===== config.mk =====
export PLATFORM = sky130hd
export DESIGN_NAME = regfile_wb
export DESIGN_NICKNAME = d
export VERILOG_FILES = /design/src/rtl/regfile_wb.sv
export SDC_FILE = /design/constraint.sdc
export NUM_CORES = 1
export LEC_CHECK = 0
export CAP_MARGIN = 10
export CORE_ASPECT_RATIO = 0.5
export CORE_MARGIN = 2
export CORE_UTILIZATION = 57
export DETAILED_ROUTE_END_ITERATION = 8
export PLACE_DENSITY_LB_ADDON = 0.1
export SLEW_MARGIN = 25
export SYNTH_ARGS = -nofsm -noshare
export SYNTH_HDL_FRONTEND = slang
export SYNTH_SLANG_ARGS = --single-unit

===== constraint.sdc =====
create_clock -name clk -period 1.8 [get_ports clk]
set_input_delay 0.36 -clock clk [delete_from_list [all_inputs] [get_ports clk]]
set_output_delay 0.36 -clock clk [all_outputs]
set_load 0.005 [all_outputs]

===== src/rtl/regfile_wb.sv =====
// regfile_wb: general-purpose register file with write-back port and {N,P,Z,C}
// status-flag register for the 8-bit CPU datapath.
//   - Two combinational read ports feed the ALU a/b operands.
//   - One write port captures the ALU result; flags are derived from wr_data.
//   - Addresses >= DEPTH are unimplemented: writes are dropped, reads return 0.
// Optional feature: define REGFILE_BYPASS_EN to forward same-cycle write data
// onto a read port whose address matches the write address.
module regfile_wb #(
  parameter int WIDTH = 8,
  parameter int DEPTH = 8,
  parameter int AW    = 3
) (
  input  logic             clk,
  input  logic             rst_n,
  input  logic [AW-1:0]    ra_addr,
  input  logic [AW-1:0]    rb_addr,
  output logic [WIDTH-1:0] a_out,
  output logic [WIDTH-1:0] b_out,
  input  logic             wr_en,
  input  logic [AW-1:0]    wr_addr,
  input  logic [WIDTH-1:0] wr_data,
  input  logic             cy_in,
  input  logic             flag_we,
  output logic [3:0]       flags
);

  logic [WIDTH-1:0] mem_q [DEPTH];
  logic [WIDTH-1:0] mem_d [DEPTH];
  logic [3:0]       flags_q;
  logic [3:0]       flags_d;
  logic [WIDTH-1:0] a_rd;
  logic [WIDTH-1:0] b_rd;

  // Next register contents: only an implemented address matching wr_addr
  // takes wr_data, so out-of-range writes fall through untouched.
  always_comb begin
    for (int i = 0; i < DEPTH; i++) begin
      // NOTE: every always_comb output gets a default first so no path leaves
      // it unassigned; otherwise synthesis infers a latch.
      mem_d[i] = mem_q[i];
      if (wr_en && (wr_addr == AW'(i))) mem_d[i] = wr_data;
    end
  end

  // Next flags {N,P,Z,C}; computed from wr_data regardless of wr_en/wr_addr
  // so compare-type operations can set flags without writing a register.
  always_comb begin
    flags_d = flags_q;
    if (flag_we) begin
      flags_d = {wr_data[WIDTH-1], ~^wr_data, (wr_data == '0), cy_in};
    end
  end

  // State registers, cleared asynchronously.
  always_ff @(posedge clk or negedge rst_n) begin
    if (!rst_n) begin
      // NOTE: the register array is deliberately reset (every entry cleared),
      // which forces flops rather than a RAM macro; the CPU relies on r*=0.
      for (int i = 0; i < DEPTH; i++) mem_q[i] <= '0;
      flags_q <= '0;
    end else begin
      // NOTE: non-blocking assignments so every flop samples pre-edge values.
      for (int i = 0; i < DEPTH; i++) mem_q[i] <= mem_d[i];
      flags_q <= flags_d;
    end
  end

  // Combinational read ports; unimplemented addresses and reset read 0.
  always_comb begin
    a_rd = '0;
    b_rd = '0;
    for (int i = 0; i < DEPTH; i++) begin
      if (ra_addr == AW'(i)) a_rd = mem_q[i];
      if (rb_addr == AW'(i)) b_rd = mem_q[i];
    end
`ifdef REGFILE_BYPASS_EN
    // Forward the in-flight write so dependent ALU ops need no stall.
    if (wr_en && (int'(wr_addr) < DEPTH)) begin
      if (ra_addr == wr_addr) a_rd = wr_data;
      if (rb_addr == wr_addr) b_rd = wr_data;
    end
`endif
    // Keep the operand buses quiet while reset is held, even if a bypass
    // candidate is being driven.
    if (!rst_n) begin
      a_rd = '0;
      b_rd = '0;
    end
  end

  assign a_out = a_rd;
  assign b_out = b_rd;
  assign flags = flags_q;

endmodule


[Word level (Yosys, flattened, before mapping)]
Cells that the tools add are included.
Widths: inputs -> output; s select.
Word-level totals
  memory bits (read-only): 0
  bits in latches: 0
  register bits: 68
  memories kept: 0
  RAM bits: 0
  input port bits: 22
  word-level logic and storage cells: 61
Cells by class
  equal/unequal tests: 21
  bitwise operators: 0
  div/mod/pow operators: 0
  reductions and logical operators: 13
  $mul: 0
  shifts and indexed selects: 0
  muxes and demuxes: 18
  magnitude comparators: 0
  add/sub/neg operators: 0
Operators with widths (count)
  $mux 8: 18
  $eq 3x3->1 const B: 12
  $eq 3x2->1 const B: 6
  $eq 3x1->1 const B: 3
  $logic_not 3->1: 3
  $logic_and 1x1->1: 8
  $logic_not 8->1: 1
  $reduce_xnor 8->1: 1

[Logic depth before layout (Yosys ltp)]
  depth in word-level cells: 10
  mapped depth: 6
  mapped depth without buffers: 5

[Worst setup path after synthesis]
No wires, ideal clock.
  path type: in2out
  from: input rb_addr[2]
  to: output b_out[0]
  stages on the path: 5
  setup slack: 0.208 ns
  path buffers: 1
  arrival: 1.232 ns
  path through: buf_2 mux2_2 a22oi_1 nor2_1 o221a_2
On the way
  word-level cells in the longest chain between the ends: 10
  elaborated cells between the ends (all ways): 17
  those cells by class: 7 x eq/ne; 9 x mux; 1 x reduce/logical
RTL lines
  start: declaration: RTL line 16  | input logic [AW-1:0] rb_addr,
  $logic_not 3->1: RTL line 74  | if (rb_addr == AW'(i)) b_rd = mem_q[i];
  $mux 8 (7 in a row): RTL line 74
  $mux 8 *: RTL line 74
  $mux 8 *: RTL line 85  | if (!rst_n) begin
  end: declaration: RTL line 18  | output logic [WIDTH-1:0] b_out,
Mark *: on every way between the ends. The rest lies on a longest branch, timed or not.

[Worst setup path after layout]
  from: register mem_q[58] in the netlist's numbering
  to: output b_out[2]
On the way
  word-level cells in the longest chain between the ends: 9
RTL lines
  start: declaration: RTL line 27  | logic [WIDTH-1:0] mem_q [DEPTH];
  $mux 8 (8 in a row): RTL line 74
  $mux 8: RTL line 85
Every way passes these cells.

==> impl_metrics.tcl <==
set metrics [dict create \
    status "complete, but fails checks" \
    violations "setup timing" \
    regArea_um2 1700 \
    final_antenna_net_count 0 \
    num-fill-cells 378 \
    cts_buffers 9 \
    cts_root_buffer "clkbuf_16" \
    seq_area_frac_synth 0.442 \
    synth_ff_type "dfrtp_1" \
    num_antenna_cells 0 \
    ys_warn_count 0 \
    maxCapViolCount 0 \
    dr_total_vias 4002 \
    cellPowerDensity_nw_per_um2 987 \
    maxSlewViolCount 0 \
    p_int_uw 3820 \
    syn_nets 432 \
    p_sw_uw 1670 \
    vdd_drop_max_v 0.000629 \
    gp_congestion 0.907 \
    met1_usage 0.510 \
    row_count 21 \
    gr-usage-met3 0.104 \
    drive_gt1_frac 0.397 \
    dp.cells 580 \
    synth_most_common_cell "o21ai_0" \
    multi_input_comb_area_um2 2100 \
    area_delta_synth_final_pct 44.3 \
    place_area_um2 4820 \
    insertion_delay_ns 0.34 \
    core_um2 6620 \
    worstPathArrival_ns 1.60 \
    gr-total-overflow 0 \
    port_buffers 41 \
    synthesis.area_um2 3850 \
    viasPerCell 6.36 \
    io_pins 42 \
    fin_crit_ns 1.96 \
    synthCells 406 \
    max_slew_margin 0.699 \
    p_clk_frac 0.346 \
    setup-violations-final 10 \
    avgRoutedWirePerCell_um 22.2 \
    slowest_stage "dfrtp_1" \
    timing.fmax_ghz 0.509 \
    clock_path_buffers 2 \
    drc_errors 0 \
    grt_max_degree 37 \
    firstDrtPassIters 5 \
    setup_ws_ns -0.163 \
    slowest_delay_ns 0.42 \
    r2r_setup_slack_ns 0.84 \
    required_ns 1.44 \
    drt_iter0_drc 572 \
    wirelength_um 13900 \
    crit_path_cell_trace "nor3b_4, a31oi_2, o21ai_1, a31o_2, buf_2" \
    cp-start-kind "flop" \
    die_h_um 62.1 \
    cp_top_family "compound AO/OA/AOI/OAI gates" \
    synth_top_cell_area_share 0.442 \
    final_area_um2 5560 \
    die_area_um2 7470 \
    hold_class "in -> async" \
    p_leak_uw 0.00258 \
    antenna_found_initial 0 \
    dp_slack_ns -0.806 \
    worst-path-buf-inv 1 \
    avgSynthCellArea_um2 9.49 \
    period_share 1.09 \
    grt_setup_unrepaired "yes" \
    grt_pass1_wl_um 21100 \
    critPathMaxFanout 3 \
    initial_utilization 0.582 \
    busiest_layer "met2" \
    finalPower_uw 5490 \
    fin_cells 629 \
    crit_path_end_kind "output pin" \
    die_w_um 120 \
    fin_util 0.840 \
    grt_pass1_vias 3909 \
    finalHoldViolCount 0 \
    netlist_top_cells_count "o21ai_0 (73), dfrtp_1 (68), nand2_1 (46), mux2_2 (30), mux2i_1 (26)" \
    synth_area_leader_cell "dfrtp_1" \
    grt_util_met2 0.589 \
    synth_edf_count 0 \
    synth_area_leaders "dfrtp_1 (44%), o21ai_0 (9.5%), mux2_2 (8.8%), mux2i_1 (6.8%), nand2_1 (4.5%)" \
    seq_power_share 0.389 \
    cts_tree "yes" \
    fin_worst_skew_ns 0 \
    clkTransAtPathRegs_ns 0.05 \
    ys_types 41 \
    ys_async_sr_fraction 1.00 \
    swShare 0.304 \
    dp_hpwl_um 8220 \
    worst-setup-path-type "reg -> out" \
    synth_seq_cells 68 \
    tightest_slew_ns 0.452 \
    fin_nets 558 \
    p_comb_frac 0.265 \
    gr-usage-all-layers 0.376 \
    cts_max_level 3 \
    cts.sinks 68 \
]
[state kept, by name, summed over array words and instances (netlist names)]
name and cells:
mem_q 64, flags 4
[kinds of logic after synthesis]
logic type | after synthesis | synth area share
compound gates | 131 | 0.195
xor+xnor | 3 | 0.00682
fa+ha+maj | 4 | 0.0130
buf+inv | 49 | 0.0601
flops | 68 | 0.442
mux | 57 | 0.161
simple gates | 94 | 0.123
[path summary, 6_finish.rpt]
check,cells past startpoint,endpoint,from
worst max register to register,3,mem_q[43]$_DFFE_PN0P_,mem_q[43]$_DFFE_PN0P_
worst min-delay path,2,mem_q[10]$_DFFE_PN0P_,rst_n
min in group clk,2,mem_q[59]$_DFFE_PN0P_,wr_data[3]
worst min register to register,1,flags[0]$_DFFE_PN0P_,flags[0]$_DFFE_PN0P_
worst max-delay path,5,b_out[2],mem_q[58]$_DFFE_PN0P_
max in group asynchronous,3,mem_q[9]$_DFFE_PN0P_,rst_n
[layout make-up]
cell class | instances | area share
Multi-Input combinational cell | 289 | 0.378
Sequential cell | 68 | 0.306
Timing Repair Buffer | 145 | 0.226
Clock buffer | 10 | 0.0412
Tap cell | 92 | 0.0207
Clock inverter | 6 | 0.0160
Inverter | 19 | 0.0128
[through the flow]
stage,setup TNS [ns],hold slack (ns)
2_1_floorplan,0,0.0644
3_3_place_gp,-13.05,0.337
3_5_place_dp,-15.40,0.340
4_1_cts,-0.251,0.0207
5_1_grt,-1.12,0.0405
6_report,-0.626,0.0582
[power by group through the flow]
stage,clock network [uW],logic (uW),registers [uW]
2_1_floorplan,0,672,2020
4_1_cts,1880,1330,2100
5_1_grt,1970,1560,2160
6_report,1900,1450,2130
3_5_place_dp,0,1180,2110
3_3_place_gp,0,1140,2100
[layout by cell type, fill, tap and decap left out, types with 5 or more instances in the layout]
master,synthesis,layout
o22ai_1,14,5
mux2i_1,26,22
clkdlybuf4s50_1,0,16
buf_2,17,20
buf_12,0,7
a31o_2,5,5
buf_6,1,13
dfrtp_1,68,68
buf_4,5,82
nand2_1,46,46
clkbuf_16,0,9
nor2_1,23,23
o22ai_2,0,8
a21oi_2,0,5
inv_1,19,19
o21ai_1,0,11
o21ai_0,73,61
mux2_2,30,28
a21oi_1,19,14
[layer usage]
metal  share of wire  wire, um
met1            0.40      5590
met4           0.037       514
met2            0.44      6160
met3            0.12      1670
met5               0         0
[timing repair]
| item | CTS | global route |
|---|---|---|
| gates resized for setup | 139 | 19 |
| hold buffers | 4 | 0 |
| gates cloned | 3 | 0 |
| pin swaps | 33 | 13 |
| setup endpoints to repair | 16 | 16 |
| hold endpoints to repair | 7 | 0 |
| buffers inserted | 22 | 5 |
(Power assumes the default switching activity.)
